$ cat src/rtl/crc8_stream_tx.sv
// rtl/crc8_stream_tx.sv - byte-stream CRC-8 generator that appends the CRC as a trailing byte (optional length limit: CRC8_TX_LEN_CHECK_EN)
module crc8_stream_tx #(
    parameter int MAX_BYTES = 4,
    parameter int CNT_W     = $clog2(MAX_BYTES + 1)
) (
    input  logic       clk,
    input  logic       reset,
    input  logic       i_valid,
    input  logic       i_last,
    input  logic [7:0] i_data,
    output logic       o_ready,
    output logic       o_valid,
    output logic       o_last,
    output logic [7:0] o_data,
    input  logic       i_ready,
    output logic [7:0] o_crc8,
    output logic       o_done,
    output logic       o_error
);

    localparam logic [7:0] CRC_INIT = 8'h0D;

    typedef enum logic {
        BODY,
        APPEND
    } state_t;

    state_t           state_q, state_d;
    logic             o_valid_q, o_valid_d;
    logic             o_last_q, o_last_d;
    logic [7:0]       o_data_q, o_data_d;
    logic [7:0]       crc_q, crc_d;
    logic [CNT_W-1:0] count_q, count_d;
    logic             done_q, done_d;
    logic             out_free;
    logic             in_xfer;
    logic             error_q, error_d;

    // One payload byte folded into the CRC: xor in, then 8 MSB-first steps of poly 0x07
    function automatic logic [7:0] crc8_byte(input logic [7:0] crc, input logic [7:0] data);
        logic [7:0] c;
        c = crc ^ data;
        for (int i = 0; i < 8; i++) begin
            c = c[7] ? ((c << 1) ^ 8'h07) : (c << 1);
        end
        return c;
    endfunction

    assign out_free = !o_valid_q || i_ready;
    assign in_xfer  = i_valid && o_ready;

    // Next-state, handshake and output-register load decisions
    always_comb begin
        state_d   = state_q;
        o_valid_d = o_valid_q;
        o_last_d  = o_last_q;
        o_data_d  = o_data_q;
        crc_d     = crc_q;
        count_d   = count_q;
        error_d   = error_q;
        o_ready   = 1'b0;
        done_d    = o_valid_q && i_ready && o_last_q;

        // A free output register empties unless something reloads it below
        if (out_free) begin
            o_valid_d = 1'b0;
        end

        unique case (state_q)
            BODY: begin
`ifdef CRC8_TX_LEN_CHECK_EN
                if (count_q == CNT_W'(MAX_BYTES)) begin
                    // Packet hit the length limit without i_last: close it here
                    state_d = APPEND;
                    error_d = 1'b1;
                end else begin
                    o_ready = out_free;
                end
`else
                o_ready = out_free;
`endif
                if (in_xfer) begin
                    o_valid_d = 1'b1;
                    o_last_d  = 1'b0;
                    o_data_d  = i_data;
                    crc_d     = crc8_byte(crc_q, i_data);
                    count_d   = count_q + CNT_W'(1);
                    if (i_last) begin
                        state_d = APPEND;
                    end
                end
            end
            APPEND: begin
                if (out_free) begin
                    o_valid_d = 1'b1;
                    o_last_d  = 1'b1;
                    o_data_d  = crc_q;
                    crc_d     = CRC_INIT;
                    count_d   = '0;
                    state_d   = BODY;
                end
            end
            default: state_d = BODY;
        endcase
    end

    // State, output register, CRC and counter storage
    always_ff @(posedge clk or posedge reset) begin
        if (reset) begin
            state_q   <= BODY;
            o_valid_q <= 1'b0;
            o_last_q  <= 1'b0;
            o_data_q  <= 8'h00;
            crc_q     <= CRC_INIT;
            count_q   <= '0;
            done_q    <= 1'b0;
        end else begin
            state_q   <= state_d;
            o_valid_q <= o_valid_d;
            o_last_q  <= o_last_d;
            o_data_q  <= o_data_d;
            crc_q     <= crc_d;
            count_q   <= count_d;
            done_q    <= done_d;
        end
    end

`ifdef CRC8_TX_LEN_CHECK_EN
    // Sticky length-overflow flag, cleared only by reset
    always_ff @(posedge clk or posedge reset) begin
        if (reset) begin
            error_q <= 1'b0;
        end else begin
            error_q <= error_d;
        end
    end
`else
    assign error_q = 1'b0;
`endif

    assign o_valid = o_valid_q;
    assign o_last  = o_last_q;
    assign o_data  = o_data_q;
    assign o_crc8  = crc_q;
    assign o_done  = done_q;
    assign o_error = error_q;

endmodule

$ cat config.mk
export PLATFORM = sky130hd
export DESIGN_NAME = crc8_stream_tx
export DESIGN_NICKNAME = d
export VERILOG_FILES = /design/src/rtl/crc8_stream_tx.sv
export SDC_FILE = /design/constraint.sdc
export NUM_CORES = 1
export LEC_CHECK = 0
export CAP_MARGIN = 20
export CORE_UTILIZATION = 50
export CTS_CLUSTER_SIZE = 40
export DETAILED_ROUTE_END_ITERATION = 10
export PLACE_DENSITY_LB_ADDON = 0.08
export SYNTH_ARGS = -nofsm -noshare
export SYNTH_HDL_FRONTEND = slang
export SYNTH_SLANG_ARGS = --single-unit
$ cat constraint.sdc
create_clock -name clk -period 2.9 [get_ports clk]
set_input_delay 0.435 -clock clk [delete_from_list [all_inputs] [get_ports clk]]
set_output_delay 0.435 -clock clk [all_outputs]
set_load 0.01 [all_outputs]
# Word level (Yosys, flattened, before mapping)
# Cells that the tools add are included.
[word_totals]
ff_bits = 20
latchBits = 0
mem_bits_rw = 0
rom_bits = 0
inputBits = 13
output_inout_bits = 21
wordCells = 50
mem_count = 0
[op_classes]
add_sub_neg = 0
mul = 0
n_div = 0
order_cmp = 0
n_eq_ne = 2
n_shift = 0
n_mux = 26
n_bitwise = 10
n_reduce_logical = 6
[op_table]
columns = ["operator", "n"]
rows = [
  ["$mux W8", 4],
  ["$pmux W8 S2", 2],
  ["$mux W3", 8],
  ["$not A3 Y3", 8],
  ["$mux W1", 9],
  ["$xor A8 B8 Y8", 1],
  ["$pmux W1 S2", 3],
  ["$logic_and A1 B1 Y1", 3],
  ["$ne A2 B1 Y1 const B", 1],
  ["$ne A2 B2 Y1 const B", 1],
  ["$reduce_and A2 Y1", 1],
  ["$logic_not A1 Y1", 1],
  ["$logic_or A1 B1 Y1", 1],
  ["$not A1 Y1", 1],
]

# Longest topological paths before layout
[logic_depth]
depth_word = 19
ltp_mapped = 5

# Worst setup path before layout
# No wires, ideal clock.
[synth_path]
path_type = "register to register"
from = "reg crc_q[2], in the netlist o_crc8[2]"
to = "reg crc_q[3], in the netlist o_crc8[3]"
setup_ns = 0.079
arrival_ns = 1.473
t_required_ns = 2.821
slack_ns = 1.347
stages_incl_launch_ff = 5
path_buffers = 0
period_less_slack_ns = 1.553
path_cell_list = "dfstp_2 xnor2_2 xnor3_1 nand2b_1 a22o_1"
[synth_via]
elab_chain_len = 6
[synth_rtl]
columns = ["element", "line", "rtl"]
rows = [
  ["start: declaration", "32", "logic [7:0] crc_q, crc_d;"],
  ["start signal: assignment", "122", "crc_q <= crc_d;"],
  ["$xor A8 B8 Y8 (*)", "42", "c = crc ^ data;"],
  ["$mux W3 (*)", "44", "c = c[7] ? ((c << 1) ^ 8'h07) : (c << 1);"],
  ["$not A3 Y3 (no line)", "-", ""],
  ["$mux W3 (*)", "44", ""],
  ["$mux W8 (*)", "82", "if (in_xfer) begin"],
  ["$pmux W8 S2 (*)", "69", "unique case (state_q)"],
]
# Mark *: on every way between the ends. The rest lies on a longest branch, timed or not. The select of a mux whose other input is x is not followed.
# A chain may end at the register's enable or synchronous reset.

# Final worst setup path
[layout_path]
from = "in i_ready"
to = "out o_ready"
[layout_via]
elab_chain_len = 2
[layout_rtl]
columns = ["element", "line", "rtl"]
rows = [
  ["start: declaration", "15", "input logic i_ready,"],
  ["$logic_or A1 B1 Y1", "49", "assign out_free = !o_valid_q || i_ready;"],
  ["$mux W1", "69", ""],
  ["end: declaration", "11", "output logic o_ready,"],
]
# No other way between the ends.

==> results.sh <==
export IMPL_outcome="complete, no violations"
export IMPL_track_usage_pct=21.5
export IMPL_synthMuxAreaShare_pct=7.64
export IMPL_nNetsFinal=153
export IMPL_clk_pin_slew_worst_paths_ps=110
export IMPL_initial_core_util_pct=53.3
export IMPL_path_class="in2out"
export IMPL_slowest_delay_ps=500
export IMPL_cts_resized=0
export IMPL_synth_edf_count=0
export IMPL_synth_top_family_by_area="XOR/XNOR gates"
export IMPL_yosys_cell_types_count=28
export IMPL_async_reset_ff_share_pct=100
export IMPL_cts_buffers=3
export IMPL_cts_root_buf="clkbuf_4"
export IMPL_max_freq_mhz=434
export IMPL_whs_ps=489
export IMPL_die_h_um=50.6
export IMPL_cp_end_kind="output pin"
export IMPL_syn_to_final_growth_pct=31.5
export IMPL_yosys_area_share_simple_pct=11.2
export IMPL_ys_flop_type="dfrtp_1"
export IMPL_rows=17
export IMPL_skew_ps=5.98
export IMPL_cp_required_ps=2470
export IMPL_synth_compound_area_share_pct=11.1
export IMPL_routabilityCongestion=0.735
export IMPL_ir_drop_mv=0.518
export IMPL_first_iter_violations=10
export IMPL_final_hold_viol_count=0
export IMPL_worst_setup_path_start_kind="input port"
export IMPL_final_cell_mix="32 x clkdlybuf4s50_1, 17 x dfrtp_1, 12 x nand2_1"
export IMPL_maxCapViolCount=0
export IMPL_ioPinCount=34
export IMPL_yosys_warnings=0
export IMPL_n_antenna_cell=0
export IMPL_core_um2=2210
export IMPL_wl_per_cell_um=14.2
export IMPL_ant_nets=0
export IMPL_routed_wl_um=2370
export IMPL_die_w_um=50.6
export IMPL_setup_viol=0
export IMPL_report_final_slew_viol_count=0
export IMPL_portBuffers=32
export IMPL_worst_path_most_repeated_cell="clkdlybuf4s50_1"
export IMPL_ys_ff_latch=20
export IMPL_vias=878
export IMPL_clk_latency_ps=310
export IMPL_tightest_slew_ps=775
export IMPL_slowest_stage="clkdlybuf4s50_1"
export IMPL_grt_ovfl_total=0
export IMPL_grt_pass1_wl_um=4040
export IMPL_grt_antenna_before_repair=0
export IMPL_final_common_cell="clkdlybuf4s50_1"
export IMPL_rsz0062_at_grt="false"
export IMPL_htree_levels=1
export IMPL_ctsLongestPathBuffers=2
export IMPL_fin_crit_sh_pct=79.4
export IMPL_drive_gt1_share_pct=9.35
export IMPL_drc_errors=0
export IMPL_crit_fanout=8
export IMPL_syn_inst=108
export IMPL_final_setup_tns_ps=0
export IMPL_min_period_ps=2300
export IMPL_worstHoldPathType="reg2reg"
export IMPL_cts_tree="done"
export IMPL_post_cts_setup_buffer_count=0
export IMPL_path_cells="clkdlybuf4s50_1 > nor2b_1 > nor2_1 > clkdlybuf4s50_1"
export IMPL_syn_num_nets=121
export IMPL_ys_seq_area_share_pct=42.7
export IMPL_clock_sinks=20
export IMPL_p_per_area_nw_per_um2=895
export IMPL_drt_pass1_iter_count=4
export IMPL_synth_xor_xnor_area_share_pct=24.3
export IMPL_cellLeakagePower_nw=0.690
export IMPL_avgViaCountPerCell=5.26
export IMPL_crit_arrival_ps=1870
export IMPL_grt_max_degree=23
export IMPL_synth_area_per_cell_um2=10.9
export IMPL_hold_buffers=0
export IMPL_synthAdderAreaFrac_pct=0
export IMPL_grt_pass1_vias=910
export IMPL_netlist_area_um2=1180
export IMPL_relSlewSlack_pct=48.3
export IMPL_die_area_um2=2560
[report_power, final]
group	switching, W	internal, W
logic	0.000295	0.000454
registers	0.0000977	0.000376
clock network	0.0000894	0.0000767
[sequential cells by signal, indices dropped and copies added, names as in the netlist]
register and cells:
o_data 8, o_valid 1, o_crc8 8, state_q 1
o_last 1, o_done 1
[area by class of cell]
class                   count  area [µm²]
inverters                   1        3.75
clock buffers               4        36.3
well taps                  28        35.0
flip-flops and latches     20         504
multi-input cells          81         644
repair buffers             33         328
fillers                   180         661
[Yosys cell counts (all sizes together), types with 2 or more instances]
cell type  count  area share [%]
clkbuf         4             1.3
a21o           4             2.7
a22o           3             2.3
nor4           2             1.1
a21oi          3             1.3
nand2         12             3.8
dfrtp         17              36
xnor3          5             9.5
o21ai         10             4.2
xnor2         12              12
nor2           7             2.2
dfstp          3             6.7
mux2i          9             7.6
buf            2             1.1
nand2b         4             2.1
xor2           4             3.0
[path summary, 6_finish.rpt]
check	from	to	slack [ps]	cells after the start
min in group asynchronous	reset	o_data[0]$_DFFE_PP0P_	560	2
hold / removal	o_data[5]$_DFFE_PP0P_	o_data[5]$_DFFE_PP0P_	490	2
setup reg to reg	state_q$_DFF_PP0_	o_crc8[3]$_DFFE_PP1P_	1030	4
max in group asynchronous	reset	o_data[5]$_DFFE_PP0P_	1860	2
hold reg to reg	o_data[5]$_DFFE_PP0P_	o_data[5]$_DFFE_PP0P_	490	2
setup / recovery	i_ready	o_ready	600	4
[per-layer routing]
layer / share of wire (%) / up-vias / GRT usage [%]
met1: 44 / 421 / 26.5
met2: 51 / 23 / 38.0
met4: 1.2 / 0 / 8.33
met3: 3.3 / 4 / 2.73
li1: - / 430 / -
met5: 0 / - / 0
[critical path: cells and delay by family]
kind	cells	cell delay, ps
buf+inv	2	950
simple gates	2	480
[cells by family after synthesis]
family | Yosys count
and+or+nand+nor | 29
AOI/OAI and AO/OA | 21
xor gates and xnor gates | 21
DFF | 20
muxes | 9
buffers and inverters | 7
other | 1
[per-stage QoR]
stage | total power (W) | util (%) | setup slack (ps) | instances | area [µm²]
after floorplan | 0.000973 | - | 1350 | 108 | 1180
after global placement | 0.00121 | 68.5 | 644 | 163 | 1520
after detailed placement | 0.00123 | 68.5 | 605 | 163 | 1520
after CTS | 0.00140 | 70.1 | 596 | 167 | 1550
after global routing | 0.00147 | 70.1 | 491 | 167 | 1550
final | 0.00139 | 70.1 | 598 | 167 | 1550
Note: power is estimated with default switching activity, not from simulation.
